File: config.mk
export PLATFORM = sky130hd
export DESIGN_NAME = comp_out_tx
export DESIGN_NICKNAME = d
export VERILOG_FILES = /design/src/rtl/comp_out_tx.sv
export SDC_FILE = /design/constraint.sdc
export NUM_CORES = 1
export LEC_CHECK = 0
export ABC_CLOCK_PERIOD_IN_PS = 3500
export BUFFER_PORTS_ARGS = -buffer_cell sky130_fd_sc_hd__buf_2
export CAP_MARGIN = 20
export CORE_UTILIZATION = 49
export CTS_CLUSTER_DIAMETER = 100
export CTS_CLUSTER_SIZE = 40
export DETAILED_ROUTE_END_ITERATION = 10
export PLACE_DENSITY = 0.65
export SYNTH_ARGS = -nofsm -noshare
export SYNTH_HDL_FRONTEND = slang
export SYNTH_SLANG_ARGS = --single-unit
File: constraint.sdc
create_clock -name seq_clk -period 3.5 [get_ports seq_clk]
set_input_delay 0 -clock seq_clk [delete_from_list [all_inputs] [get_ports seq_clk]]
set_output_delay 0 -clock seq_clk [all_outputs]
set_load 0.05 [all_outputs]
File: src/rtl/comp_out_tx.sv
`default_nettype none
// comp_out_tx: emulates the FRIDA comparator output, shifting one queued code per sen frame, MSB first.
// Revision 1.0 - initial release
module comp_out_tx #(
   parameter int unsigned          DATA_BITS = 17,
   parameter int unsigned          DEPTH     = 16,
   parameter logic [DATA_BITS-1:0] IDLE_CODE = '0
) (
   input  logic                     seq_clk,
   input  logic                     rst_b,
   input  logic [DATA_BITS-1:0]     code_data,
   input  logic                     code_valid,
   output logic                     code_ready,
   input  logic                     sclk,
   input  logic                     sen,
   output logic                     comp_out,
   output logic                     busy,
   output logic [$clog2(DEPTH):0]   fifo_level,
   output logic [11:0]              frame_cnt,
   input  logic                     clr_flags,
   output logic                     underflow,
   output logic                     short_frame
);

   localparam int unsigned         PTR_W    = $clog2(DEPTH);
   localparam int unsigned         CNT_W    = $clog2(DATA_BITS + 1);
   localparam logic [CNT_W-1:0]    LAST_BIT = CNT_W'(DATA_BITS - 1);
   localparam logic [PTR_W:0]      FULL_LVL = (PTR_W + 1)'(DEPTH);

   typedef enum logic [1:0] {
      S_IDLE  = 2'd0,
      S_SHIFT = 2'd1,
      S_DONE  = 2'd2
   } state_e;

   state_e                 state_q, state_d;
   logic [DATA_BITS-1:0]   shreg_q, shreg_d;
   logic [CNT_W-1:0]       bit_cnt_q, bit_cnt_d;
   logic [11:0]            frame_cnt_q, frame_cnt_d;
   logic                   underflow_q, underflow_d;
   logic                   short_q, short_d;
   logic                   comp_out_q, comp_out_d;
   logic                   sen_q, sclk_q;
   logic [PTR_W-1:0]       wr_ptr_q, rd_ptr_q;
   logic [PTR_W:0]         level_q, level_d;
   logic [DATA_BITS-1:0]   mem_q [DEPTH];

   logic sen_rise, sen_fall, sclk_rise;
   logic push, pop, fifo_empty;

   // Both tracks already come from seq_clk flops, so a single register suffices for edge detection.
   assign sen_rise   = sen & ~sen_q;
   assign sen_fall   = ~sen & sen_q;
   assign sclk_rise  = sclk & ~sclk_q;

   assign fifo_empty = (level_q == '0);
   assign code_ready = (level_q != FULL_LVL);
   assign push       = code_valid & code_ready;

   always_comb begin
      state_d     = state_q;
      shreg_d     = shreg_q;
      bit_cnt_d   = bit_cnt_q;
      frame_cnt_d = frame_cnt_q;
      underflow_d = underflow_q & ~clr_flags;
      short_d     = short_q & ~clr_flags;
      pop         = 1'b0;
      case (state_q)
         S_IDLE: begin
            if (sen_rise) begin
               pop       = ~fifo_empty;
               shreg_d   = fifo_empty ? IDLE_CODE : mem_q[rd_ptr_q];
               bit_cnt_d = '0;
               state_d   = S_SHIFT;
               if (fifo_empty) begin
                  underflow_d = 1'b1;
               end
            end
         end
         S_SHIFT: begin
            if (sen_fall) begin
               short_d     = 1'b1;
               frame_cnt_d = frame_cnt_q + 12'd1;
               state_d     = S_IDLE;
            end else if (sclk_rise) begin
               shreg_d   = {shreg_q[DATA_BITS-2:0], 1'b0};
               bit_cnt_d = bit_cnt_q + CNT_W'(1);
               if (bit_cnt_q == LAST_BIT) begin
                  state_d = S_DONE;
               end
            end
         end
         S_DONE: begin
            if (sen_fall) begin
               frame_cnt_d = frame_cnt_q + 12'd1;
               state_d     = S_IDLE;
            end
         end
         default: state_d = S_IDLE;
      endcase
   end

   always_comb begin
      level_d = level_q;
      case ({push, pop})
         2'b10:   level_d = level_q + (PTR_W + 1)'(1);
         2'b01:   level_d = level_q - (PTR_W + 1)'(1);
         default: level_d = level_q;
      endcase
   end

   // comp_out follows the current state, giving one cycle of hold after each capture edge.
   assign comp_out_d = (state_q == S_SHIFT) ? shreg_q[DATA_BITS-1] : 1'b0;

   always_ff @(posedge seq_clk or negedge rst_b) begin
      if (!rst_b) begin
         state_q     <= S_IDLE;
         shreg_q     <= '0;
         bit_cnt_q   <= '0;
         frame_cnt_q <= '0;
         underflow_q <= 1'b0;
         short_q     <= 1'b0;
         comp_out_q  <= 1'b0;
         sen_q       <= 1'b0;
         sclk_q      <= 1'b0;
         wr_ptr_q    <= '0;
         rd_ptr_q    <= '0;
         level_q     <= '0;
      end else begin
         state_q     <= state_d;
         shreg_q     <= shreg_d;
         bit_cnt_q   <= bit_cnt_d;
         frame_cnt_q <= frame_cnt_d;
         underflow_q <= underflow_d;
         short_q     <= short_d;
         comp_out_q  <= comp_out_d;
         sen_q       <= sen;
         sclk_q      <= sclk;
         level_q     <= level_d;
         if (push) begin
            wr_ptr_q <= wr_ptr_q + PTR_W'(1);
         end
         if (pop) begin
            rd_ptr_q <= rd_ptr_q + PTR_W'(1);
         end
      end
   end

   always_ff @(posedge seq_clk) begin
      if (push) begin
         mem_q[wr_ptr_q] <= code_data;
      end
   end

   assign comp_out    = comp_out_q;
   assign busy        = (state_q != S_IDLE);
   assign fifo_level  = level_q;
   assign frame_cnt   = frame_cnt_q;
   assign underflow   = underflow_q;
   assign short_frame = short_q;

endmodule
`default_nettype wire

==> impl_metrics.toml <==
[outcome]
status = "complete, no violations"

[synth]
synth_largest_area_cell = "edfxtp_1"
synth_edf_count = 272
synth.top_cell.area_share_pct = 62.9
synth_nets = 737
ys_seq_elements = 326
synth_cell_types = 42
synth-main-ff-cell = "edfxtp_1"
avgSynthCellArea_sq_um = 18.6
ys_top_cells_by_area = "edfxtp_1 63%, mux4_2 12%, dfrtp_1 10%, ha_1 1.5%, a22oi_1 1.4%"
async_flop_share_pct = 16.6
syn_inst = 698
syn_area_sq_mm = 0.0130
yosys_warnings = 0
ys_seq_area_share_pct = 73.3

[finish]
areaGrowthSynthToFinish_pct = 10.6
drive_gt1_share_pct = 25.0
fin_util_pct = 55.1
n_antenna_cell = 0
layout.nets = 809

[setup_path]
cp.required_ps = 3920
path_max_fanout = 10
rr_worst_depth = 12
crit_path_start_kind = "register"
reg2reg_from = "state_q[1]"
critPathKind = "register to register"
r2r_slack_ps = 350
crit_start = "state_q[1]"
cp_data_arrival_time_ps = 3570
r2r-end = "fifo_level[4]"
timing.critical_path.to = "fifo_level[4]"
worstSetupEndpointType = "register"

[clock_tree]
hold_buffers = 21
clk_path_buf_depth = 3
cts_tree = "done"
htree_levels = 1
cts.clk_slew.worst_paths_ps = 130
clock_latency_ps = 510
post-cts-setup-buffer-count = 0
cts_root_buffer = "clkbuf_16"
clock-sinks = 326
cts_buffers = 12
ctsResizeCount = 0

[global_route]
grt_pass1_wl_um = 39900
track_usage_pct = 20.2
grt_remaining_overflow = 0
grt_pass1_vias = 6595
antenna_found_initial = 0
grt_max_degree = 46

[pwr]
total_power_uw = 10500
power_leakage_uw = 0.00490
power_density_mw_per_mm2 = 730
peakVddDrop_mv = 0.564

[timing]
period_needed_ps = 3150
hold_viol = 0
worst_clock_skew_ps = 33.8
period_share_pct = 90.0
worst_slew_pin_slew_ps = 961
fmax_ghz = 0.317
setup_viol = 0
rsz0062_at_grt = "false"
finalMaxSlewViolations = 0
finalSetupTns_ps = 0
setup_ws_ps = 349
max_slew_margin_pct = 35.8

[floorplan]
core-area_sq_mm = 0.0261
initial_core_util_pct = 49.8
boundaryPins = 45
die_w_um = 165
die_y_um = 165
rows = 59
dieArea_sq_mm = 0.0272

[worst_hold_path]
worstHoldPathType = "input port to asynchronous set/reset pin"

[routing]
drt_iter0_drc = 536
drt-pass1-iter-count = 5
viasPerCell = 5.94
wire_per_inst_um = 23.9
drt.antenna.violating_nets = 0
num_vias = 6598
drcViolationCount = 0
totalWireLength_um = 26500

[placed_design]
dp_slack_ps = 380
io_buffers = 44
gp_congestion = 0.835
dp_hpwl_um = 15000

[flow_run]
maxCapViolations = 0
## state kept, by name (all words and copies together), names as in the netlist
register / flops
underflow: 1
fifo_level: 5
frame_cnt: 12
wr_ptr_q: 4
bit_cnt_q: 5
sclk_q: 1
state_q: 2
sen_q: 1
comp_out: 1
shreg_q: 17
mem_q: 272
rd_ptr_q: 4
short_frame: 1
## worst min-delay path by stage
stage / endpoint / slack (ps) / depth (start not counted)
2_1_floorplan: bit_cnt_q[0] / -300 / 0
3_3_place_gp: wr_ptr_q[0] / 20 / 1
3_5_place_dp: fifo_level[0] / 40 / 1
4_1_cts: comp_out / 20 / 2
5_1_grt: wr_ptr_q[0] / 50 / 3
6_report: rd_ptr_q[3] / 6 / 2
## per-stage QoR
| step | instance area, sq um | std cells | hold WS [ps] |
|---|---|---|---|
| after floorplan | 13000 | 698 | -296 |
| after global placement | 13700 | 1070 | 15.5 |
| after detailed placement | 13700 | 1070 | 35.4 |
| after CTS | 14400 | 1111 | 18.4 |
| after global routing | 14400 | 1111 | 49.7 |
| final | 14400 | 1111 | 6.18 |
## placed cells by master (no fill, tap or decap), types with 13 or more instances in the layout
cell	synthesis	layout
nor2_1	50	38
edfxtp_1	272	272
mux2_2	14	14
o21ai_0	16	16
a21oi_1	14	14
clkbuf_16	0	13
a22oi_1	25	25
inv_1	14	14
dfrtp_1	54	52
buf_4	1	27
nand2_1	29	28
dlygate4sd3_1	0	21
buf_2	9	44
xnor2_1	14	14
mux4_2	68	68
ha_1	16	16
## cell type report
class,count,area [sq um]
Clock inverter,4,83.8
Timing Repair Buffer,93,653
Sequential cell,326,9520
Tap cell,335,419
Multi-Input combinational cell,323,3290
Clock buffer,16,337
Inverter,14,52.6
Fill cell,1994,11700
## power breakdown
group,total [uW],switching [uW],internal [uW]
Sequential,5140,387,4760
Clock,1950,1130,824
Combinational,3390,1940,1450
## Yosys cell counts (14+ instances only)
cell and count:
xnor2_1 14, nand2_1 29, dfrtp_1 54, nor2_1 50, a21oi_1 14, edfxtp_1 272
mux2_2 14, clkbuf_1 14, a22oi_1 25, inv_1 14, ha_1 16, o21ai_0 16
mux4_2 68
## critical path, cell delays in order (launching register included)
cell and delay, ps:
dfrtp_1 410, inv_1 120, ha_1 240, nand3b_1 150, nor2_1 380, ha_1 460
xor2_1 190, ha_1 210, a21boi_0 190, o221ai_1 170, a21o_1 200, a21oi_1 170
xor2_1 160
## logic make-up (layout without fill, tap and decap cells)
family                     count (synthesis)  count (layout)  synth area share (%)
adders and majority gates                 16              16                  1.54
and+or+nand+nor                          114             114                  3.91
buffers and inverters                     49             127                  1.77
xor gates and xnor gates                  23              23                  1.55
muxes                                     92              92                  13.8
AOI/OAI and AO/OA                         78              78                  4.16
DFF                                      326             326                  73.3
## per-layer routing
metal	up-vias	part of all wire [%]	global-route usage, %
met4	0	2.4	5.46
met2	183	51	35.4
met3	36	5.1	2.18
met5	-	0	0
met1	3505	41	26.9
li1	2874	-	-
No activity file was read; power rests on OpenSTA's default activity.
